$ cat src/rtl/regfile_port_arbiter.sv
// regfile_port_arbiter: shares the register file between the core and a host port, core first with bounded host starvation
module regfile_port_arbiter #(
  parameter int DATAWIDTH    = 16,
  parameter int REGWIDTH     = 4,
  parameter int STARVE_LIMIT = 7
) (
  input  logic                 clk,
  input  logic                 reset,
  input  logic                 core_valid,
  input  logic                 core_write,
  input  logic [REGWIDTH-1:0]  core_rsrc,
  input  logic [REGWIDTH-1:0]  core_rdst,
  input  logic [DATAWIDTH-1:0] core_wdata,
  input  logic [DATAWIDTH-1:0] core_pc,
  output logic                 core_stall,
  output logic [DATAWIDTH-1:0] core_dsrc,
  output logic [DATAWIDTH-1:0] core_ddst,
  input  logic                 host_req,
  input  logic                 host_we,
  input  logic [REGWIDTH-1:0]  host_addr,
  input  logic [DATAWIDTH-1:0] host_wdata,
  output logic                 host_ack,
  output logic [DATAWIDTH-1:0] host_rdata,
  output logic                 rf_write,
  output logic [REGWIDTH-1:0]  rf_rsrc,
  output logic [REGWIDTH-1:0]  rf_rdst,
  output logic [DATAWIDTH-1:0] rf_wdata,
  output logic [DATAWIDTH-1:0] rf_pc,
  input  logic [DATAWIDTH-1:0] rf_dsrc,
  input  logic [DATAWIDTH-1:0] rf_ddst
);
  typedef enum logic [1:0] {IDLE, WAIT, ACCESS, DONE} state_t;
  localparam logic [7:0] LIMIT = 8'(STARVE_LIMIT);
  state_t               state, state_n;
  logic [7:0]           wait_cnt, wait_cnt_n;
  logic                 we_q, acc;
  logic [REGWIDTH-1:0]  addr_q;
  logic [DATAWIDTH-1:0] wdata_q;
  assign acc = state == ACCESS;
  always_ff @(posedge clk)
    if (reset) begin
      state      <= IDLE;
      wait_cnt   <= '0;
      host_rdata <= '0;
      we_q       <= 1'b0;
      addr_q     <= '0;
      wdata_q    <= '0;
    end else begin
      state    <= state_n;
      wait_cnt <= wait_cnt_n;
      if (state == IDLE && host_req) begin
        we_q    <= host_we;
        addr_q  <= host_addr;
        wdata_q <= host_wdata;
      end
      if (acc) host_rdata <= rf_ddst;
    end
  always_comb begin
    state_n    = state;
    wait_cnt_n = wait_cnt;
    case (state)
      IDLE:    state_n = host_req ? WAIT : IDLE;
      WAIT:
        if (core_valid && wait_cnt < LIMIT) wait_cnt_n = wait_cnt + 8'd1;
        else begin
          state_n    = ACCESS;
          wait_cnt_n = '0;
        end
      ACCESS:  state_n = DONE;
      default: state_n = host_req ? DONE : IDLE;
    endcase
  end
  // host data doubles as pc so a host write to r15 stores host data
  assign host_ack   = state == DONE;
  assign core_stall = acc;
  assign rf_write   = !reset && (acc ? we_q : core_valid && core_write);
  assign rf_rsrc    = acc ? addr_q : core_rsrc;
  assign rf_rdst    = acc ? addr_q : core_rdst;
  assign rf_wdata   = acc ? wdata_q : core_wdata;
  assign rf_pc      = acc ? wdata_q : core_pc;
  assign core_dsrc  = acc ? '0 : rf_dsrc;
  assign core_ddst  = acc ? '0 : rf_ddst;
endmodule

$ cat config.mk
export PLATFORM = sky130hd
export DESIGN_NAME = regfile_port_arbiter
export DESIGN_NICKNAME = d
export VERILOG_FILES = /design/src/rtl/regfile_port_arbiter.sv
export SDC_FILE = /design/constraint.sdc
export NUM_CORES = 1
export LEC_CHECK = 0
export ABC_CLOCK_PERIOD_IN_PS = 4800
export CELL_PAD_IN_SITES_DETAIL_PLACEMENT = 1
export CELL_PAD_IN_SITES_GLOBAL_PLACEMENT = 2
export CORE_ASPECT_RATIO = 2
export CORE_UTILIZATION = 17
export DETAILED_ROUTE_END_ITERATION = 10
export PLACE_DENSITY = 0.95
export SKIP_CTS_REPAIR_TIMING = 1
export SLEW_MARGIN = 20
export SYNTH_ARGS = -nofsm -noshare
export SYNTH_HDL_FRONTEND = slang
export SYNTH_SLANG_ARGS = --single-unit
$ cat constraint.sdc
create_clock -name clk -period 4.8 [get_ports clk]
set_clock_uncertainty 0.05 [all_clocks]
set_input_delay 0.96 -clock clk [delete_from_list [all_inputs] [get_ports clk]]
set_output_delay 0.96 -clock clk [all_outputs]
set_load 0.02 [all_outputs]
# After elaboration in Yosys (flattened, before gate mapping)
# Cells that the tools add are included.
[totals] regBits=47 in_bits=98 out_inout_bits=91 wordCells=30
[classes] addsub=1 n_lt_le_gt_ge=1 eq_ne=4 mux=12 n_reduce_logical=6
[op_table] op="$mux 16" count=4
[op_table] op="$add 8x1->8 const B" count=1
[op_table] op="$lt 8x3->1 const B" count=1
[op_table] op="$mux 4" count=2
[op_table] op="$mux 8" count=1
[op_table] op="$pmux 2 s3" count=1
[op_table] op="$eq 2x2->1 const B" count=2
[op_table] op="$logic_and 1x1->1" count=4
[op_table] op="$mux 2" count=2
[op_table] op="$eq 2x1->1 const B" count=1
[op_table] op="$logic_not 2->1" count=1
[op_table] op="$mux 1" count=2
[op_table] op="$ne 2x2->1 const B" count=1
[op_table] op="$logic_not 1->1" count=1

# Longest topological paths before layout
# Gate-level depths: netlist (run 1).
[logic_depth] depth_word=4 depth_mapped=7 mapped_depth_nobuf=6

# Worst setup path after synthesis (run 1)
# OpenSTA, ideal clock, no wires.
[synth_path] path_kind="reg2out" start="register state[0]" end="output port rf_pc[0]" t_arrival_ns=1.676 required_time_ns=3.790 slack_ns=2.114 stages_incl_launch_ff=8 path_buffers=3 cell_sequence="dfxtp_1 -> inv_1 -> ha_1 -> buf_2 -> buf_2 -> buf_2 -> nand2_1 -> o21ai_0"
[synth_between] elab_chain_len=2
[synth_lines] item="start: declaration" line_no="34" text="state_t state, state_n;"
[synth_lines] item="start signal: assignment" line_no="49" text="state <= state_n;"
[synth_lines] item="$eq 2x2->1" line_no="39" text="assign acc = state == ACCESS;"
[synth_lines] item="named net core_stall" line_no="15" text="output logic core_stall,"
[synth_lines] item="$mux 16" line_no="80" text="assign rf_pc = acc ? wdata_q : core_pc;"
[synth_lines] item="end: declaration" line_no="28" text="output logic [DATAWIDTH-1:0] rf_pc,"
# The timed path passes the listed nets, and every way through them passes these cells.

# Final worst setup path (run 1)
[layout_path] start="register state[0]" end="output port rf_pc[3]"
[layout_between] elab_chain_len=2
[layout_lines] item="$eq 2x2->1" line_no="39"
[layout_lines] item="$mux 16" line_no="80"
# Every way passes these cells.

==> results of run 1 <==
==> metal layers <==
metal / global-route usage, % / share of wire (%)
met5: 0 / 0
met4: 3.913 / 1.8
met3: 2.894 / 7.3
met2: 25.60 / 56
met1: 11.51 / 34
==> registers in the layout, indices dropped and copies added (netlist names) <==
register / count
we_q: 1
state: 2
wait_cnt: 8
host_rdata: 16
wdata_q: 16
addr_q: 4
==> cell type report <==
type,count,area (µm²)
Clock buffer,6,138.9
Clock inverter,2,35.03
Fill cell,1692,9236
Inverter,43,161.4
Multi-Input combinational cell,226,1237
Sequential cell,47,940.9
Tap cell,189,236.5
Timing Repair Buffer,190,1904
==> layout by cell type, fill, tap and decap left out, drive strengths merged, types with 2 or more instances in the layout <==
cell,synthesis,routed
dfxtp,47,47
nor2b,35,35
nand2b,2,2
mux2i,16,16
inv,43,43
a311oi,2,2
nor2,20,20
nand2,64,64
buf,7,3
and2,5,5
clkbuf,16,6
o21ai,42,42
clkdlybuf4s50,0,187
a21oi,27,27
ha,5,5
==> synthesized netlist by cell type, drive strengths merged <==
master,instances
nor2b,35
a21oi,27
nand2b,2
and3,1
and4b,1
nor4,1
buf,7
mux2i,16
ha,5
a221oi,1
clkbuf,16
nand4,1
dfxtp,47
inv,43
nand3,1
a311oi,2
and2,5
o21ai,42
nor3,1
nor2,20
nand3b,1
nand2,64
==> how the worst min path moves through the flow <==
stage	start	end	slack, ns	cells past startpoint
after floorplan	wait_cnt[7]$_SDFFE_PP0N_	wait_cnt[7]$_SDFFE_PP0N_	0.37	1
after global placement	wait_cnt[7]$_SDFFE_PP0N_	wait_cnt[7]$_SDFFE_PP0N_	0.39	1
after detailed placement	wdata_q[0]$_SDFFE_PP0P_	wdata_q[0]$_SDFFE_PP0P_	0.40	2
after CTS	wdata_q[0]$_SDFFE_PP0P_	wdata_q[0]$_SDFFE_PP0P_	0.41	2
after global routing	addr_q[0]$_SDFFE_PP0P_	addr_q[0]$_SDFFE_PP0P_	0.42	2
final	wdata_q[2]$_SDFFE_PP0P_	wdata_q[2]$_SDFFE_PP0P_	0.41	2
==> where the power goes <==
| part | switching [µW] | internal [µW] |
|---|---|---|
| registers | 37.0 | 455 |
| logic | 655 | 567 |
| clock network | 147 | 259 |
==> logic make-up (layout without fill, tap and decap cells) <==
kind of cell	after synthesis	count (layout)	synth area share, %
and+or+nand+nor	133	133	25.72
buffers and inverters	66	241	10.77
DFF	47	47	38.76
AOI/OAI and AO/OA	72	72	15.57
muxes	16	16	6.598
adders and majority gates	5	5	2.577
==> metrics by stage <==
stage | instances | setup slack (ns) | util (%)
after floorplan | 339 | 2.114 | -
after global placement | 695 | 1.457 | 32.26
after detailed placement | 695 | 1.415 | 32.26
after CTS | 703 | 1.147 | 33.51
final | 703 | 1.169 | 33.51
after global routing | 703 | 0.9724 | 33.51
==> critical path, stage by stage, from the launching register on <==
cell and delay, ns:
dfxtp_1 0.34, inv_1 0.15, ha_4 0.58, buf_12 0.32, nand2_1 0.14, o21ai_0 0.11
clkdlybuf4s50_1 0.65
==> impl_metrics.ini, run 1 <==
[status]
status = completed

[yosys]
synth.net_count = 442
synth_top_area_share_pct = 38.76
yosysSeqAreaShare_pct = 38.76
yosysWarnings = 0
synth_cells = 339
synth_cell_type_count = 24
avgSynthCellArea_um2 = 7.160
synth_seq_cells = 47
synth_area_leaders = dfxtp_1 (39%), nand2_1 (9.9%), nor2b_1 (9.0%)
synth_top_cell_by_area = dfxtp_1
netlist_area_um2 = 2427

[layout]
diodes = 0
fin_area_um2 = 4654
finalNetCount = 616
drive_gt1_share_pct = 2.529
area_growth_syn_to_layout_pct = 91.75

[min_path]
min_path_type = flip-flop to flip-flop

[power]
p_per_area_nw_per_um2 = 455.4
vdd_drop_max_mv = 0.1840
power_leakage_uw = 0.001830
totalPowerFinal_uw = 2120

[critical_path]
r2r-end = host_rdata[13]$_SDFFE_PP0P_
regToRegStartpoint = state[0]$_SDFFE_PP0P_
required_ns = 3.79
cp.arrival_ns = 2.62
critPathCaptureType = output pin
crit_end = rf_pc[3]
crit_type = flip-flop to output pin
crit_fanout = 63
rrSetupSlack_ns = 2.89
reg2regPathDepth = 5
critPathLaunchType = flip-flop
crit_start = state[0]$_SDFFE_PP0P_

[die]
dieArea_um2 = 14790
die_w_um = 86.50
start_util_pct = 17.47
io_pins = 189
core_area_um2 = 13890
die_h_um = 171.0
row_count = 61

[routing]
first_pass_iters = 3
drtIter0Drc = 40
postRouteAntennaNets = 0
wl_per_cell_um = 13.12
routed_via_density = 4.021
drc = 0
wl_um = 9225
dr_total_vias = 2827

[sta]
fin_crit_ns = 3.631
finalSetupViolCount = 0
finalMaxSlewViolations = 0
finalHoldViolations = 0
period_share_pct = 75.65
rsz0062_at_grt = false
worstMarginPinSlew_ns = 0.7987
finalSetupTns_ns = 0
max_freq_mhz = 275.4
holdWs_ns = 0.4051
slew_headroom_pct = 46.75

[global_routing]
grt_pass1_vias = 2957
grt_pass1_wl_um = 14520
antenna_found_initial = 0
grt_max_degree = 64
grt.total_usage_pct = 12.44
overflow = 0

[clock_tree]
clk_pin_slew_worst_paths_ns = 0.07
cts_sinks = 47
tritoncts = built
cts_made_buffers = 5
cts_buffer_depth = 2
insertion_delay_ns = 0.29
cts_root_buffer = clkbuf_16
cts_max_level = 2

[placement]
place_area_um2 = 4481
place_congestion = 0.7483
hpwl_um = 7303
io_buffers = 188

[run]
drv_cap = 0
Note: power is estimated with default switching activity, not from simulation.
==> run 2, diff against run 1 <==
- ABC_CLOCK_PERIOD_IN_PS: 4800 -> 3000
- CORE_UTILIZATION: 17 -> 14
- PLACE_DENSITY: 0.95 -> 0.85
- clock period: 4.8 -> 3 ns (I/O delays scaled with it)
==> impl_metrics.ini, run 2 (synthesis gave the netlist of run 1 again) <==
[sta]
finalHoldViolations = 0
slew_headroom_pct = 48.07
worstMarginPinSlew_ns = 0.7770
finalSetupViolCount = 0
max_freq_mhz = 351.8
finalMaxSlewViolations = 0
fin_ws_ns = 0.1577
rsz0062_at_grt = false
finalSetupTns_ns = 0
period_share_pct = 94.74
fin_crit_ns = 2.842

[clock_tree]
cts_sinks = 47
tritoncts = built
cts_root_buffer = clkbuf_16
clk_pin_slew_worst_paths_ns = 0.06
cts_buffer_depth = 2
cts_max_level = 2
cts_made_buffers = 5
insertion_delay_ns = 0.29

[critical_path]
r2r-end = wdata_q[3]$_SDFFE_PP0P_
rrSetupSlack_ns = 1.25
required_ns = 2.35
crit_fanout = 56
crit_type = flip-flop to output pin
crit_chain = inv_1 > ha_4 > buf_12 > nand2_1 > o21ai_0 > clkdlybuf4s50_1
regToRegStartpoint = state[0]$_SDFFE_PP0P_
crit_buf_inv = 3
cpPeakStageDelay_ns = 0.65
crit_start = state[0]$_SDFFE_PP0P_
cp.arrival_ns = 2.19
cpLargestDelayFamily = buffers and inverters
crit_slowest_cell = clkdlybuf4s50_1
critPathLaunchType = flip-flop
reg2regPathDepth = 5
critPathCaptureType = output pin

[global_routing]
grt_max_degree = 57
grt_pass1_vias = 3164
grt.total_usage_pct = 11.23
overflow = 0
antenna_found_initial = 0
grt_pass1_wl_um = 15270

[die]
row_count = 67
core_area_um2 = 16850
dieArea_um2 = 17900
io_pins = 189
start_util_pct = 14.41
die_w_um = 95.11
die_h_um = 188.2

[min_path]
min_path_type = flip-flop to flip-flop
holdPathEnd = addr_q[1]$_SDFFE_PP0P_
min_delay_path_depth = 2
min_from = addr_q[1]$_SDFFE_PP0P_

[layout]
final_cell_mix = clkdlybuf4s50_1 (185), nand2_1 (64), dfxtp_1 (47), inv_1 (43), o21ai_0 (42)
diodes = 0
finalNetCount = 623
final_cells = 726
fin_area_um2 = 4702
final_common_cell = clkdlybuf4s50_1
area_growth_syn_to_layout_pct = 93.71
drive_gt1_share_pct = 3.276
reg_top3 = host_rdata x16, wdata_q x16, wait_cnt x8

[routing]
wl_um = 10210
drtIter0Drc = 55
dr_total_vias = 2910
routed_via_density = 4.008
drc = 0
wl_per_cell_um = 14.06
postRouteAntennaNets = 0
first_pass_iters = 4

[power]
power_leakage_uw = 0.001866
p_per_area_nw_per_um2 = 715.7
totalPowerFinal_uw = 3365
vdd_drop_max_mv = 0.2777

[placement]
place_area_um2 = 4538
place_congestion = 0.7834
hpwl_um = 8094
dp_slack_ns = 0.2508
dpl.cell_count = 716
io_buffers = 188

[status]
status = completed

[run]
drv_cap = 0
## run 2: changes by cell type in the layout (fill, tap and decap cells not counted)
cell | previous run | this run
clkbuf_8 | 1 | 0
clkbuf_1 | 0 | 1
dlymetal6s2s_1 | 0 | 2
buf_12 | 1 | 2
clkinv_2 | 1 | 0
buf_4 | 1 | 7
clkdlybuf4s50_1 | 187 | 185
bufinv_16 | 1 | 0
## run 2: cell type report
type                    count  area, µm²
clock buffers               6      128.9
inverters                  43      161.4
fillers                  2032      12150
multi-input cells         226       1237
flip-flops and latches     47      940.9
well taps                 207      259.0
repair buffers            197       1974
## run 2: worst reg2reg max path, stage by stage (launching register included)
cell     delay, ns
dfxtp_1       0.38
inv_1         0.12
ha_1          0.24
nand2_1       0.58
nand2_1       0.14
a21oi_1       0.17
## run 2: routing by layer
metal	wire length (µm)	track usage, %
met2	5844	22.77
met1	3312	9.426
met4	400	6.410
met3	650	2.098
met5	0	0
## run 2: report_power, final
part / total, µW / internal [µW] / switching (µW)
sequential: 791 / 729 / 62.2
combinational: 2040 / 966 / 1080
clock: 530 / 300 / 230
total: 3360 / 1990 / 1370
## run 2: worst max-delay path by stage
stage | depth (start not counted) | slack, ns | endpoint
CTS | 6 | 0.03 | rf_wdata[8]
detailed placement | 5 | 0.25 | rf_write
global placement | 5 | 0.25 | rf_write
finish | 6 | 0.16 | rf_wdata[8]
global route | 6 | 0.002 | rf_wdata[8]
floorplan | 7 | 0.67 | rf_pc[0]
## run 2: metrics by stage
stage | hold slack, ns | util [%]
after global placement | 0.3850 | 26.93
after detailed placement | 0.4005 | 26.93
after CTS | 0.4096 | 27.70
final | 0.4049 | 27.91
after global routing | 0.4218 | 27.91
after floorplan | 0.3725 | -
==> run 3, diff against run 2 <==
- CORE_MARGIN: default -> 2
- PLACE_DENSITY: 0.85 -> default
- PLACE_DENSITY_LB_ADDON: default -> 0.1
==> impl_metrics.ini, run 3 (synthesis gave the netlist of run 1 again) <==
[layout]
final_cell_mix = clkdlybuf4s50_1 (187), nand2_1 (64), dfxtp_1 (47), inv_1 (43), o21ai_0 (42)
drive_gt1_share_pct = 4.023
area_growth_syn_to_layout_pct = 96.29
final_cells = 732
nFillCells = 2062
multi_input_area_um2 = 1237
final_common_cell = clkdlybuf4s50_1
finalNetCount = 624
diodes = 0
reg_top3 = host_rdata x16, wdata_q x16, wait_cnt x8
fin_area_um2 = 4765
seq_area_um2 = 940.9

[routing]
postRouteAntennaNets = 0
drc = 0
wl_um = 9775
routed_via_density = 3.824
first_pass_iters = 4
wl_per_cell_um = 13.35
drtIter0Drc = 46
dr_total_vias = 2799

[clock_tree]
cts_root_buffer = clkbuf_16
cts_made_buffers = 5
cts_max_level = 2
tritoncts = built
clk_pin_slew_worst_paths_ns = 0.07
cts_sinks = 47
insertion_delay_ns = 0.29
cts_buffer_depth = 2

[sta]
period_share_pct = 92.94
finalHoldViolations = 0
max_freq_mhz = 358.7
worstMarginPinSlew_ns = 0.5346
fin_crit_ns = 2.788
finalMaxSlewViolations = 0
finalSetupViolCount = 0
rsz0062_at_grt = false
slew_headroom_pct = 64.36
finalSetupTns_ns = 0

[power]
power_leakage_uw = 0.001875
vdd_drop_max_mv = 0.3540
p_per_area_nw_per_um2 = 737.6

[run]
drv_cap = 0

[placement]
dpl.cell_count = 723
place_congestion = 0.6905
hpwl_um = 7456
place_area_um2 = 4584
io_buffers = 188

[min_path]
min_path_type = flip-flop to flip-flop
min_delay_path_depth = 2
holdPathEnd = wdata_q[2]$_SDFFE_PP0P_
min_from = wdata_q[2]$_SDFFE_PP0P_

[status]
status = completed

[critical_path]
crit_slowest_cell = clkdlybuf4s50_1
rrSetupSlack_ns = 1.21
critPathLaunchType = flip-flop
cp.arrival_ns = 2.14
reg2regPathDepth = 7
crit_chain = inv_1 > ha_4 > buf_12 > nand2_1 > o21ai_0 > clkdlybuf4s50_1
crit_fanout = 29
crit_buf_inv = 3
critPathCaptureType = output pin
r2r-end = host_rdata[10]$_SDFFE_PP0P_
regToRegStartpoint = state[0]$_SDFFE_PP0P_
required_ns = 2.35
cpLargestDelayFamily = buffers and inverters
crit_type = flip-flop to output pin
cpPeakStageDelay_ns = 0.64

[global_routing]
grt_pass1_wl_um = 14970
grt.total_usage_pct = 10.02
grt_pass1_vias = 2744
overflow = 0
antenna_found_initial = 0
grt_max_degree = 45

[die]
row_count = 68
die_w_um = 97.11
dieArea_um2 = 18470
io_pins = 189
core_area_um2 = 17100
die_h_um = 190.2
start_util_pct = 14.19
==> run 3: metrics by stage <==
stage	utilization, %	power (µW)	hold slack, ns	setup WS (ns)
3_3_place_gp	26.81	2917	0.3956	0.3840
4_1_cts	27.79	3592	0.4109	0.05328
3_5_place_dp	26.81	2915	0.3967	0.3608
6_report	27.86	3515	0.4077	0.2119
2_1_floorplan	-	1850	0.3725	0.6735
5_1_grt	27.86	3771	0.4309	0.02192
==> run 3: worst reg2reg max path, cell delays in order, from the launching register on <==
cell	delay, ns
dfxtp_1	0.33
inv_1	0.15
ha_4	0.33
buf_12	0.22
buf_12	0.17
buf_4	0.18
mux2i_1	0.20
nor2_1	0.05
==> run 3: worst max path at each step <==
stage	start	end	slack, ns	cells after the start
2_1_floorplan	state[0]$_SDFFE_PP0P_	rf_pc[0]	0.67	7
3_3_place_gp	core_valid	rf_write	0.38	5
3_5_place_dp	core_valid	rf_write	0.36	5
4_1_cts	state[0]$_SDFFE_PP0P_	rf_rsrc[1]	0.05	6
5_1_grt	state[0]$_SDFFE_PP0P_	rf_rsrc[1]	0.02	6
6_report	state[0]$_SDFFE_PP0P_	rf_rsrc[1]	0.21	6
==> run 3: power by group <==
group,switching (µW),total (µW),internal (µW)
sequential,58.4,787,728
combinational,1090,2080,993
clock,251,645,393
==> run 3: routing by layer <==
metal	vias up	routed length, µm	global-route usage (%)
met5	-	0	0
met4	0	112	2.925
met3	6	680	2.456
met2	106	4743	16.96
met1	1258	4238	12.59
li1	1429	-	-
==> run 3: layout make-up <==
type,instances,area share [%]
Timing Repair Buffer,198,41.83
Multi-Input combinational cell,226,25.97
Sequential cell,47,19.75
Tap cell,210,5.515
Inverter,43,3.388
Clock buffer,5,2.626
Clock inverter,3,0.9191
